$ cat config.mk
export PLATFORM = sky130hd
export DESIGN_NAME = opcode_decode_stage
export DESIGN_NICKNAME = d
export VERILOG_FILES = /design/src/rtl/opcode_decode_pkg.sv /design/src/rtl/opcode_decode_stage_onehot_dec.sv /design/src/rtl/opcode_decode_stage.sv
export SDC_FILE = /design/constraint.sdc
export NUM_CORES = 1
export LEC_CHECK = 0
export ABC_AREA = 1
export CAP_MARGIN = 20
export CORE_AREA = 10 10 49 89
export DETAILED_ROUTE_END_ITERATION = 8
export DIE_AREA = 0 0 59 99
export PLACE_DENSITY = 0.79
export SLEW_MARGIN = 10
export SYNTH_ARGS = -nofsm -noshare
export SYNTH_HDL_FRONTEND = slang
export SYNTH_SLANG_ARGS = --single-unit
$ cat constraint.sdc
create_clock -name clk -period 3.6 [get_ports clk]
set_input_delay 0.72 -clock clk [delete_from_list [all_inputs] [get_ports clk]]
set_output_delay 0.72 -clock clk [all_outputs]
set_load 0.01 [all_outputs]
$ cat src/rtl/opcode_decode_pkg.sv
// Shared constants and trap FSM state type for the opcode decode stage.
package opcode_decode_pkg;

  localparam int OPCODE_W_DEF = 3;
  localparam int CNT_W_DEF    = 16;

  typedef enum logic [0:0] {
    RUN  = 1'b0,
    TRAP = 1'b1
  } trap_state_e;

endpackage

$ cat src/rtl/opcode_decode_stage_onehot_dec.sv
// Combinational one-hot decode with legality check against LEGAL_MASK.
module onehot_dec #(
  parameter int                         OPCODE_W   = 3,
  parameter logic [(2**OPCODE_W)-1:0]   LEGAL_MASK = '1
) (
  input  logic [OPCODE_W-1:0]      opcode,
  output logic [(2**OPCODE_W)-1:0] onehot,
  output logic                     illegal
);

  localparam int NUM_OPS = 2**OPCODE_W;

  assign illegal = !LEGAL_MASK[opcode];
  // Illegal opcodes decode to all-zero so downstream never sees a stray select.
  assign onehot  = illegal ? '0 : (NUM_OPS'(1) << opcode);

endmodule

$ cat src/rtl/opcode_decode_stage.sv
// One-cycle registered opcode decode stage with saturating accept counter.
// Optional illegal-opcode trap FSM enabled by defining OPCODE_DECODE_TRAP_EN.
module opcode_decode_stage
  import opcode_decode_pkg::*;
#(
  parameter int                 OPCODE_W   = OPCODE_W_DEF,
  parameter int                 NUM_OPS    = 2**OPCODE_W,
  parameter logic [NUM_OPS-1:0] LEGAL_MASK = '1,
  parameter int                 CNT_W      = CNT_W_DEF
) (
  input  logic                clk,
  input  logic                rst_n,
  input  logic                in_valid,
  output logic                in_ready,
  input  logic [OPCODE_W-1:0] in_opcode,
  output logic                out_valid,
  input  logic                out_ready,
  output logic [NUM_OPS-1:0]  out_onehot,
  output logic                out_illegal,
  output logic [CNT_W-1:0]    op_count,
  output logic                trap,
  input  logic                trap_clr
);

  logic [NUM_OPS-1:0] dec_onehot;
  logic               dec_illegal;
  logic               accept;

  onehot_dec #(
    .OPCODE_W   (OPCODE_W),
    .LEGAL_MASK (LEGAL_MASK)
  ) u_dec (
    .opcode  (in_opcode),
    .onehot  (dec_onehot),
    .illegal (dec_illegal)
  );

  // Reset gates in_ready so nothing is accepted while the stage is held.
  assign in_ready = rst_n && (!out_valid || out_ready) && !trap;
  assign accept   = in_valid && in_ready;

  always_ff @(posedge clk) begin
    if (!rst_n) begin
      out_valid   <= 1'b0;
      out_onehot  <= '0;
      out_illegal <= 1'b0;
    end else if (accept) begin
      out_valid   <= 1'b1;
      out_onehot  <= dec_onehot;
      out_illegal <= dec_illegal;
    end else if (out_ready) begin
      // Clear payload with valid so idle outputs read as zero.
      out_valid   <= 1'b0;
      out_onehot  <= '0;
      out_illegal <= 1'b0;
    end
  end

  always_ff @(posedge clk) begin
    if (!rst_n)
      op_count <= '0;
    else if (accept && (op_count != {CNT_W{1'b1}}))
      op_count <= op_count + 1'b1;
  end

`ifdef OPCODE_DECODE_TRAP_EN
  trap_state_e state_q;

  always_ff @(posedge clk) begin
    if (!rst_n) begin
      state_q <= RUN;
    end else begin
      case (state_q)
        RUN:     if (accept && dec_illegal) state_q <= TRAP;
        TRAP:    if (trap_clr)              state_q <= RUN;
        default:                            state_q <= RUN;
      endcase
    end
  end

  assign trap = (state_q == TRAP);
`else
  logic unused_trap_clr;
  assign unused_trap_clr = trap_clr;
  assign trap            = 1'b0;
`endif

endmodule

==> results.md <==
* Initial antenna violation count at 0
* Pin count of the biggest net entering global routing at 17
* Biggest area consumer among synthesized cells: dfxtp_1
* DRC at 0
* Post-Route Utilization at 0.617
* Rows at 28
* Routed len/inst at 12.9 um
* CTS root buffer: clkbuf_8
* Library cells used by synthesis at 27
* Final nets at about 250
* TritonCTS Buffers at 3
* WL final at 3500 um
* Post-CTS Hold Buffers at 0
* Vias/cell at between 5 and 6
* Die area at about 5800 sq um
* Worst-Margin Slew at 0.570 ns
* Setup TNS at 0 ns
* Mapped Area at approximately 1400 sq um
* Via Count at 1440
* Synth top area share at 0.349
* Synthesis Warnings at 0
* CTS clk-pin slew, worst paths at approximately 0.080 ns
* ANT nets after route at 0
* # fillers at 288
* Final setup viols at 0
* Layout cell share with drive strength beyond 1 at 0.129
* Total GRT Usage at 0.125
* Post-synth EDFFs at 0
* Most frequent cell after synthesis: nand2_1
* CTS tree: done
* Slew HR at 0.619
* Post-CTS Setup Repair Bufs at 0
* Critical Path End Type: output port
* Longest Clk Path Bufs at 2
* Clk_lat worst skew at between 0.2 and 0.3 ns
* P_leak at 0.673 nW
* Ant diodes at 0
* Skew final at 0.00479 ns
* Hold crit path type: reg -> reg
* Htree depth at 1
* PostCTS Resize Cnt at 0
* Post-DP HPWL at 2760 um
* # Max-Cap Violations at 0
* Pre-Repair DR Iteration Count at 4
* Final period util at 0.769
* Seq cells post-synth at 25
* Area delta synth->final at 26.7%
* Synth area leaders: dfxtp_1 35%, nand2_1 15%, nor2_1 7.1%
* Initial DRC Count at 42
* CP max FO at 12
* Final Slew Violations at 0
* Core ar. at between 2000 and 3000 sq um
* CP required at about 2.9 ns
* # port buffers at 32
* Fmax at 0.361 GHz
* Register area share after synthesis at 0.349
* Minimum clock period at 2.77 ns
* GPL Wtd Cong at around 0.84
* First-pass GRT wire length at between 6000 and 7000 um
* Crit path arrival time at approximately 2.1 ns
* CTS Sinks at 25
* Crit path launch type: primary input
* Crit Path Class: in -> out
* Peak VDD IR at ~0.00023 V
* Initial core utilization at 0.487
* IO Pins at 36
* Post-synth top cells: 57 x nand2_1, 27 x nor2_1, 25 x dfxtp_1
* Final hold violations at 0
* Fin worst setup slack at between 0.8 and 0.9 ns
* RSZ-0062 raised after global routing: no
* Power per cell area at about 280 nW/um^2
* Most frequently used flop master after synthesis: dfxtp_1
* Outcome: complete, no violations
* Syn_area_per_cell at 6.89 sq um
* Ys async rst share at 0
* Die span in y at about 100 um
* Post-Place Setup Slack at a little over 0.8 ns
* Vias in the first global route at 1422
* Post-synthesis cell count at between 200 and 250
* Die width at roughly 60 um
* Total grt overflow at 0
final cells by class:
type                       instances  area (sq um)  share of cell area
sequential                        25           500               0.275
inverter                          19          71.3              0.0393
clock inverter                     1          5.00             0.00275
timing repair buffer              33           328               0.180
multi-input combinational        160           833               0.459
tap                               30          37.5              0.0207
clock buffer                       3          41.3              0.0227
registers in the layout, indices dropped and copies added, names as in the netlist:
name        count
op_count       16
out_onehot      8
out_valid       1
per-stage QoR:
step	instances	hold slack, ns	area (sq um)	power (W)
2_1_floorplan	209	0.490	1440	0.000321
3_3_place_gp	267	0.452	1770	0.000342
6_report	271	0.465	1820	0.000502
5_1_grt	271	0.492	1820	0.000524
3_5_place_dp	267	0.455	1770	0.000343
4_1_cts	271	0.468	1820	0.000508
logic make-up (layout without fill, tap and decap cells):
kind of cell	Yosys count	count (layout)	share of synthesized area
AO/OA/AOI/OAI	23	23	0.0960
buffers and inverters	24	56	0.0724
adder cells (fa/ha/maj)	1	1	0.00872
other	1	2	0.00262
flip-flops	25	25	0.349
AND/OR/NAND/NOR	130	130	0.447
XOR/XNOR	4	4	0.0244
cell usage in the layout (no fill, tap or decap), drive strengths merged:
cell type      count
inv               18
and2               1
clkbuf             3
a21oi             20
clkinv             2
nand3             13
nand2             64
xnor2              1
buf                1
xor2               3
nor2              37
ha                 1
o21ai              3
nand4             13
conb               2
clkdlybuf4s50     32
nor3               2
dfxtp             25
routing by layer:
metal	up-vias	routed length, um	track usage
met3	13	222	0.0283
met2	48	1880	0.226
met4	0	139	0.0728
met5	-	0	0
li1	734	-	-
met1	645	1260	0.121
worst max-delay path, stage by stage:
cell	delay, ns
clkdlybuf4s50_1	0.45
buf_4	0.19
nand2_1	0.10
inv_1	0.06
clkdlybuf4s50_1	0.53
path summary, 6_finish.rpt:
kind | slack (ns) | cells past startpoint | startpoint | endpoint
worst max-delay path | 0.83 | 5 | rst_n | in_ready
worst min-delay path | 0.47 | 2 | out_onehot[4] | out_onehot[4]
worst max register to register | 1.85 | 8 | op_count[0] | op_count[2]
worst min register to register | 0.47 | 2 | out_onehot[4] | out_onehot[4]
report_power, final:
| part | internal, W | total (W) | switching (W) |
|---|---|---|---|
| combinational | 0.0000213 | 0.0000521 | 0.0000308 |
| sequential | 0.000280 | 0.000284 | 0.00000375 |
| clock | 0.0000775 | 0.000166 | 0.0000890 |
Power figures use the tool's default switching activity.
